===== src/rtl/dff_bist_pkg.sv =====
// Shared types and the phase table for the Dff_ flip-flop BIST.
package dff_bist_pkg;

    typedef enum logic [1:0] {
        IDLE,
        RUN,
        DONE
    } state_t;

    localparam int NUM_PHASES = 8;
    localparam int PHASE_W    = 3;

    // Each entry is {sync, r, s, d, exp}; exp is the settled q for the phase (r > s > d).
    localparam logic [4:0] PHASE_TABLE [NUM_PHASES] = '{
        5'b0_0_0_0_0,
        5'b0_0_1_0_1,
        5'b0_1_1_0_0,
        5'b0_0_0_1_1,
        5'b1_1_0_1_0,
        5'b1_0_0_0_0,
        5'b1_0_1_0_1,
        5'b0_1_0_1_0
    };

    // Drive fields {sync, r, s, d} of a table entry.
    function automatic logic [3:0] phase_drive(input logic [4:0] entry);
        return entry[4:1];
    endfunction

endpackage


===== src/rtl/dff_bist_checker.sv =====
// Compares the sampled DUT q against the golden value for the current phase edge.
module dff_bist_checker
    import dff_bist_pkg::*;
#(
    parameter int CNT_W = 4
) (
    input  logic               i_active,
    input  logic [PHASE_W-1:0] i_phase,
    input  logic [CNT_W-1:0]   i_cnt,
    input  logic               i_prev_exp,
    input  logic               i_dut_q,
    output logic               o_mismatch
);

    logic [4:0] w_entry;
    logic       w_sync;
    logic       w_force;
    logic       w_exp;

    assign w_entry = PHASE_TABLE[i_phase];
    assign w_sync  = w_entry[4];
    assign w_force = w_entry[3] | w_entry[2];
    assign w_exp   = w_entry[0];

    // cnt==0 is edge 1 of the phase: only forced changes are checked there, async must
    // already show the new value and sync must still show the old one.
    always_comb begin
        o_mismatch = 1'b0;
        if (i_active) begin
            if (i_cnt == '0) begin
                if (w_force && (w_exp != i_prev_exp)) begin
                    o_mismatch = (i_dut_q != (w_sync ? i_prev_exp : w_exp));
                end
            end else begin
                o_mismatch = (i_dut_q != w_exp);
            end
        end
    end

endmodule


===== src/rtl/dff_bist.sv =====
// Sequencer for the Dff_ BIST: steps through eight phases and accumulates mismatches.
module dff_bist
    import dff_bist_pkg::*;
#(
    parameter int HOLD_CYCLES = 10,
    parameter int ERR_W       = 8
) (
    input  logic             i_clk,
    input  logic             i_r,
    input  logic             i_start,
    input  logic             i_dut_q,
    output logic             o_dut_sync,
    output logic             o_dut_r,
    output logic             o_dut_s,
    output logic             o_dut_d,
    output logic             o_busy,
    output logic             o_done,
    output logic             o_pass,
    output logic [ERR_W-1:0] o_err_count,
    output logic [2:0]       o_fail_phase
);

    localparam int CNT_W = (HOLD_CYCLES > 1) ? $clog2(HOLD_CYCLES) : 1;
    localparam logic [CNT_W-1:0] CNT_LAST = CNT_W'(HOLD_CYCLES - 1);

    state_t             r_state;
    logic [PHASE_W-1:0] r_phase;
    logic [CNT_W-1:0]   r_cnt;
    logic [3:0]         r_drive;
    logic               r_done;
    logic               r_pass;
    logic [ERR_W-1:0]   r_err_count;
    logic [2:0]         r_fail_phase;

    logic               w_prev_exp;
    logic               w_mismatch;
    logic [4:0]         w_prev_entry;

    assign w_prev_entry = PHASE_TABLE[r_phase - PHASE_W'(1)];
    assign w_prev_exp   = (r_phase == '0) ? 1'b0 : w_prev_entry[0];

    dff_bist_checker #(
        .CNT_W (CNT_W)
    ) u_checker (
        .i_active   (r_state == RUN),
        .i_phase    (r_phase),
        .i_cnt      (r_cnt),
        .i_prev_exp (w_prev_exp),
        .i_dut_q    (i_dut_q),
        .o_mismatch (w_mismatch)
    );

    // Control FSM with registered DUT drives and result outputs.
    always_ff @(posedge i_clk or posedge i_r) begin
        if (i_r) begin
            r_state      <= IDLE;
            r_phase      <= '0;
            r_cnt        <= '0;
            r_drive      <= phase_drive(PHASE_TABLE[0]);
            r_done       <= 1'b0;
            r_pass       <= 1'b0;
            r_err_count  <= '0;
            r_fail_phase <= '0;
        end else begin
            r_done <= 1'b0;
            case (r_state)
                IDLE: begin
                    if (i_start) begin
                        r_state      <= RUN;
                        r_phase      <= '0;
                        r_cnt        <= '0;
                        r_drive      <= phase_drive(PHASE_TABLE[0]);
                        r_pass       <= 1'b0;
                        r_err_count  <= '0;
                        r_fail_phase <= '0;
                    end
                end
                RUN: begin
                    if (w_mismatch) begin
                        if (r_err_count != '1) begin
                            r_err_count <= r_err_count + ERR_W'(1);
                        end
                        if (r_err_count == '0) begin
                            r_fail_phase <= r_phase;
                        end
                    end
                    if (r_cnt == CNT_LAST) begin
                        r_cnt <= '0;
                        if (r_phase == PHASE_W'(NUM_PHASES - 1)) begin
                            r_state <= DONE;
                        end else begin
                            r_phase <= r_phase + PHASE_W'(1);
                            r_drive <= phase_drive(PHASE_TABLE[r_phase + PHASE_W'(1)]);
                        end
                    end else begin
                        r_cnt <= r_cnt + CNT_W'(1);
                    end
                end
                DONE: begin
                    r_pass  <= (r_err_count == '0);
                    r_done  <= 1'b1;
                    r_state <= IDLE;
                end
                default: r_state <= IDLE;
            endcase
        end
    end

    assign {o_dut_sync, o_dut_r, o_dut_s, o_dut_d} = r_drive;
    assign o_busy       = (r_state == RUN);
    assign o_done       = r_done;
    assign o_pass       = r_pass;
    assign o_err_count  = r_err_count;
    assign o_fail_phase = r_fail_phase;

endmodule


===== config.mk =====
export PLATFORM = sky130hd
export DESIGN_NAME = dff_bist
export DESIGN_NICKNAME = d
export VERILOG_FILES = /design/src/rtl/dff_bist_pkg.sv /design/src/rtl/dff_bist_checker.sv /design/src/rtl/dff_bist.sv
export SDC_FILE = /design/constraint.sdc
export NUM_CORES = 1
export LEC_CHECK = 0
export BUFFER_PORTS_ARGS = -buffer_cell sky130_fd_sc_hd__buf_2
export CAP_MARGIN = 20
export CORE_ASPECT_RATIO = 0.5
export CORE_MARGIN = 5
export CORE_UTILIZATION = 27
export CTS_BUF_LIST = sky130_fd_sc_hd__clkbuf_8
export DETAILED_ROUTE_END_ITERATION = 12
export PLACE_DENSITY = 0.44
export SYNTH_ARGS = -nofsm -noshare
export SYNTH_HDL_FRONTEND = slang
export SYNTH_SLANG_ARGS = --single-unit

===== constraint.sdc =====
create_clock -name i_clk -period 3.3 [get_ports i_clk]
set_input_delay 0.33 -clock i_clk [delete_from_list [all_inputs] [get_ports i_clk]]
set_output_delay 0.33 -clock i_clk [all_outputs]
set_load 0.01 [all_outputs]

# After elaboration in Yosys (flattened, before gate mapping)
# Memories as Yosys holds them, arrays and structs flattened.
# Cells that the tools add are included.
# classes
add_sub_neg,4
n_lt_le_gt_ge,3
n_eq_ne,15
muxes,35
n_bitwise,4
reduce_logical,13
# op_table
operator,count
$mux 8,3
$mux 5,4
$mux 4,4
$pmux 4 s2,2
$pmux 8 s2,1
$mux 3,5
$ge 4x4->1 const B,3
$not 3->4,3
$pmux 3 s2,2
$reduce_and 4->1,3
$ne 2x1->1 const B,5
$mux 1,9
$add 8x1->8 const B,1
$logic_not 8->1,1
$ne 8x8->1 const B,1
$mux 2,3
$add 4x1->4 const B,1
$eq 4x4->1 const B,1
$logic_not 4->1,1
$ne 2x2->1 const B,2
$pmux 2 s2,1
$reduce_and 2->1,2
$reduce_bool 2->1,2
$add 3x1->3 const B,1
other kinds (11),13
# totals
ff_bits,26
romBits,120
wordCells,85
memories,3
# memory_table
memory,depth,word_bits,rd,rd_ports_with_merged_regs,write_ports,line_no,text
(no name shown),8,5,1,0,0,dff_bist_checker.sv:20,assign w_entry = PHASE_TABLE[i_phase];
(no name shown),8,5,1,0,0,dff_bist.sv:93,r_drive <= phase_drive(PHASE_TABLE[r_phase + PHASE_W'(1)]);
(no name shown),8,5,1,0,0,dff_bist.sv:39,assign w_prev_entry = PHASE_TABLE[r_phase - PHASE_W'(1)];

# Longest topological paths before layout
# logic_depth
ltp_word,13
mapped_depth,10
depth_no_buf,8

# By module
# Synthesis repeated with hierarchy kept, for this count alone.
# unflattened
cells_unflattened,169
area_unflattened_um2,1594.0
# by_module_without_submodules
module,n_inst,cells_each,area_per_inst_um2
dff_bist,1,148,1438.9
dff_bist_checker,1,21,155.1

# Worst setup path before layout
# No wires, ideal clock.
# synth_path
path_type,register -> register
startpoint,register r_phase[0]
endpoint,"register r_err_count[0], in the netlist o_err_count[0]"
setup_time_ps,125
arrival_ps,2347
required_time_ps,3175
path_slack_ps,828
path_stages_with_launch,11
n_path_buf,2
period_less_slack_ps,2472
cell_sequence,dfrtp_1 -> inv_1 -> ha_1 -> buf_2 -> or4b_4 -> o21ai_0 -> o221ai_2 -> a31oi_2 -> buf_6 -> nor3_1 -> mux2_2
# synth_via
elab_chain_cells,13
word_cells_on_any_way,22
classes_between,add/sub (1); eq/ne (4); mux (9); bitwise (3); reduce/logical (3); memory (2)
# synth_lines
item,line_no,text
"start, declared",dff_bist.sv:27,logic [PHASE_W-1:0] r_phase;
"start signal, assigned",dff_bist.sv:92,r_phase <= r_phase + PHASE_W'(1);
$sub 3x1->3,dff_bist.sv:39,
$not 3->4 (implied by the code),dff_bist.sv:39,
$mem_v2 8x5,--,
$mux 1 (implied by the code) (2 in series),dff_bist.sv:39,
$mux 1,dff_bist.sv:40,assign w_prev_exp = (r_phase == '0) ? 1'b0 : w_prev_entry[0];
$mux 1 / $ne 1x1->1 (equally long branches),"dff_bist_checker.sv:32, dff_bist_checker.sv:31",
$ne 1x1->1 / $logic_and 1x1->1 (equally long branches),"dff_bist_checker.sv:32, dff_bist_checker.sv:31",
$mux 1,dff_bist_checker.sv:31,if (w_force && (w_exp != i_prev_exp)) begin
$mux 1 *,dff_bist_checker.sv:30,if (i_cnt == '0) begin
$mux 1 *,dff_bist_checker.sv:29,if (i_active) begin
$ne 2x1->1 (no source line) *,--,
$reduce_and 4->1 (no source line) *,--,
"end signal, assigned",dff_bist.sv:81,r_err_count <= r_err_count + ERR_W'(1);
"end, declared",dff_bist.sv:32,logic [ERR_W-1:0] r_err_count;
# Mark *: on every way between the ends. The rest lies on a longest branch, timed or not. The select of a mux whose other input is x is not followed.
# A chain may end at the register's enable or synchronous reset.

# Worst setup path after layout
# Same ends and word-level chain as after synthesis.

==> impl_metrics.py <==
metrics = {
    "critical_path": {
        "reg2reg_depth": 8,
        "worstSetupStartpoint": "r_phase[0]",
        "cp.required_ns": 3.47,
        "crit_arrival_ns": 3.18,
        "path_cells": "inv_1 > ha_1 > or4b_4 > o21ai_0 > o221ai_2 > a31oi_2 > nor3_1 > mux2_2",
        "crit_type": "register to register",
        "r2r-end": "o_err_count[0]",
        "crit_fanout": 13,
        "slowest_delay_ns": 0.68,
        "cp-start-kind": "register",
        "crit_slowest_cell": "a31oi_2",
        "rr_startpoint": "r_phase[0]",
        "cp-end-kind": "register",
        "r2r_slack_ns": 0.29,
    },
    "cells_and_area": {
        "multi_input_area_um2": 997,
        "drive_gt1_share_pct": 17.8,
        "finalNetCount": 226,
        "seqCellArea_um2": 651,
        "fin_cells": 296,
        "fillers": 653,
        "syn_to_final_growth_pct": 15.3,
        "num_antenna_cells": 0,
        "stdcell_area_um2": 2000,
    },
    "grt": {
        "antenna_found_initial": 0,
        "gr-usage-met3_pct": 2.80,
        "globalRouteMet2Util_pct": 16.4,
        "use_met1_pct": 15.4,
        "grt_max_degree": 27,
        "overflow": 0,
        "track_usage_pct": 10.8,
        "grt_busiest_layer": "met2",
        "grt_pass1_wl_um": 6890,
        "first_global_vias": 1310,
    },
    "clock_network": {
        "cts_hold_buffers": 0,
        "cts_setup_buffers": 0,
        "clock-sinks": 26,
        "h-tree-depth": 1,
        "root_buffer": "clkbuf_8",
        "tritoncts": "done",
        "clkTransAtPathRegs_ns": 0.10,
        "clockBufferDepth": 2,
        "insertion_delay_ns": 0.28,
        "cts-resized-gates": 0,
        "cts_buffers": 3,
    },
    "timing": {
        "clock.fmax_ghz": 0.332,
        "hold_viol": 0,
        "finalCritPeriodShare_pct": 91.2,
        "final.setup_skew_ns": 0.00359,
        "grt_setup_unrepaired": "no",
        "worst_hold_slack_ns": 0.00615,
        "tightest_slew_ns": 0.793,
        "max_slew_margin_pct": 47.0,
        "fin_tns_setup_ns": 0,
        "slew_viol_final": 0,
        "fin_crit_ns": 3.01,
        "finalSetupViolations": 0,
    },
    "yosys": {
        "syn_area_um2": 1730,
        "synth.yosys.warnings": 0,
        "syn_nets": 205,
        "synth-seq-cells": 26,
        "ys_seq_area_share_pct": 37.5,
        "yosysTopAreaCell": "dfrtp_1",
        "syn_inst": 188,
        "yosysTopAreaCellShare_pct": 37.5,
        "async_flop_share_pct": 100,
        "avgSynthCellArea_um2": 9.22,
        "synthDistinctLibCells": 46,
        "synth_edf_count": 0,
        "synthTopCellsByArea": "dfrtp_1 (38%), ha_1 (9.4%), o21ai_0 (5.5%), nand2_1 (4.8%), o31ai_1 (3.0%)",
        "synthFlopType": "dfrtp_1",
    },
    "placed_design": {
        "portBuffers": 21,
        "dp_hpwl_um": 2990,
        "place.gp.congestion": 0.838,
        "placedCellCount": 291,
        "place_area_um2": 1920,
    },
    "drt": {
        "drtPass1Iterations": 4,
        "drc": 0,
        "wire_per_inst_um": 14.0,
        "viasPerCell": 4.76,
        "routed_wl_um": 4130,
        "vias": 1408,
        "drt_iter0_drc": 118,
        "antenna_left": 0,
    },
    "hold_path": {
        "min_path_type": "primary input to asynchronous set/reset pin",
    },
    "die": {
        "die_h_um": 66.7,
        "die_x_um": 123,
        "pin_count": 22,
        "start_util_pct": 28.2,
        "rows": 20,
        "die_area_um2": 8220,
        "core-area_um2": 6160,
    },
    "power": {
        "p_leak_nw": 0.903,
        "vdd_ir_drop_max_mv": 0.195,
        "powerDensity_nw_per_um2": 826,
    },
    "run_status": {
        "run_status": "complete, no violations",
    },
    "flow_run": {
        "max-cap-violations": 0,
    },
}
[how the worst max path moves through the flow]
stage | slack (ns) | endpoint | cells past startpoint
finish | 0.29 | o_err_count[0] | 8
global route | 0.03 | o_err_count[0] | 8
CTS | 0.28 | o_err_count[0] | 8
detailed placement | 0.32 | o_err_count[0] | 8
global placement | 0.38 | o_err_count[0] | 8
floorplan | 0.83 | o_err_count[0] | 10
[cell usage after synthesis, types with 2 or more instances]
cell type / count
buf_6: 2
mux2i_1: 5
clkbuf_1: 4
and3_1: 5
nand2_1: 22
o21bai_1: 2
dfrtp_1: 26
nor3_1: 2
a21oi_1: 5
nor4_1: 2
a22o_1: 2
o21ai_0: 19
nor3b_1: 2
xnor2_1: 2
ha_1: 13
nand3_1: 8
nand4_1: 3
and2_1: 2
mux2_2: 2
or4b_1: 2
nand2b_1: 2
nor2_1: 10
buf_2: 2
a211oi_1: 3
a21o_1: 2
nor2b_1: 4
o31ai_1: 7
inv_1: 10
[area by class of cell]
class / count / area share [%]
Clock buffer: 4 / 2.76
Timing Repair Buffer: 24 / 7.39
Multi-Input combinational cell: 144 / 49.9
Tap cell: 88 / 5.51
Inverter: 10 / 1.88
Sequential cell: 26 / 32.6
[stage by stage]
stage | utilization [%] | setup WS, ns | total power, W
global placement | 31.1 | 0.375 | 0.00144
CTS | 32.0 | 0.281 | 0.00166
global route | 32.5 | 0.0313 | 0.00182
floorplan | - | 0.828 | 0.00123
detailed placement | 31.1 | 0.316 | 0.00143
finish | 32.5 | 0.291 | 0.00165
[state kept, by name (all words and copies together), names as in the netlist]
| register | count |
|---|---|
| o_err_count | 8 |
| r_cnt | 4 |
| r_drive | 4 |
| o_fail_phase | 3 |
| r_phase | 3 |
| r_state | 2 |
| o_done | 1 |
| o_pass | 1 |
[per-layer routing]
layer | wire length [um] | up-vias
met5 | 0 | -
met4 | 31 | 0
met3 | 203 | 2
met2 | 1730 | 29
met1 | 2170 | 659
li1 | - | 718
[power by group]
group	switching, W	internal, W	total [W]
Sequential	0.000138	0.000426	0.000565
Clock	0.000112	0.000107	0.000219
Combinational	0.000481	0.000386	0.000867
Total	0.000731	0.000920	0.00165
[worst max-delay path: cells and delay by family, from the launching register on]
| kind | cells | cell delay, ns |
|---|---|---|
| flops | 1 | 0.48 |
| mux | 1 | 0.30 |
| fa+ha+maj | 1 | 0.32 |
| buf+inv | 1 | 0.20 |
| compound gates | 3 | 0.95 |
| simple gates | 2 | 0.64 |
[logic make-up after synthesis]
| kind of cell | synth area share (%) |
|---|---|
| AND/OR/NAND/NOR | 23.0 |
| flip-flops | 37.5 |
| multiplexers | 4.19 |
| buffers and inverters | 4.91 |
| AO/OA/AOI/OAI | 19.9 |
| adder cells (fa/ha/maj) | 9.39 |
| XOR/XNOR | 1.01 |
[cells in the final DEF (no fill, tap or decap), types with 3 or more instances in the layout]
cell,netlist,layout
nand4_1,3,3
nor2b_1,4,4
ha_1,13,13
buf_2,2,21
and3_1,5,5
a21oi_1,5,5
a211oi_1,3,3
nor2_1,10,10
dfrtp_1,26,26
nand2_1,22,22
inv_1,10,10
o21ai_0,19,19
clkbuf_8,0,4
o31ai_1,7,7
mux2i_1,5,5
nand3_1,8,8
No activity file was read; power rests on OpenSTA's default activity.
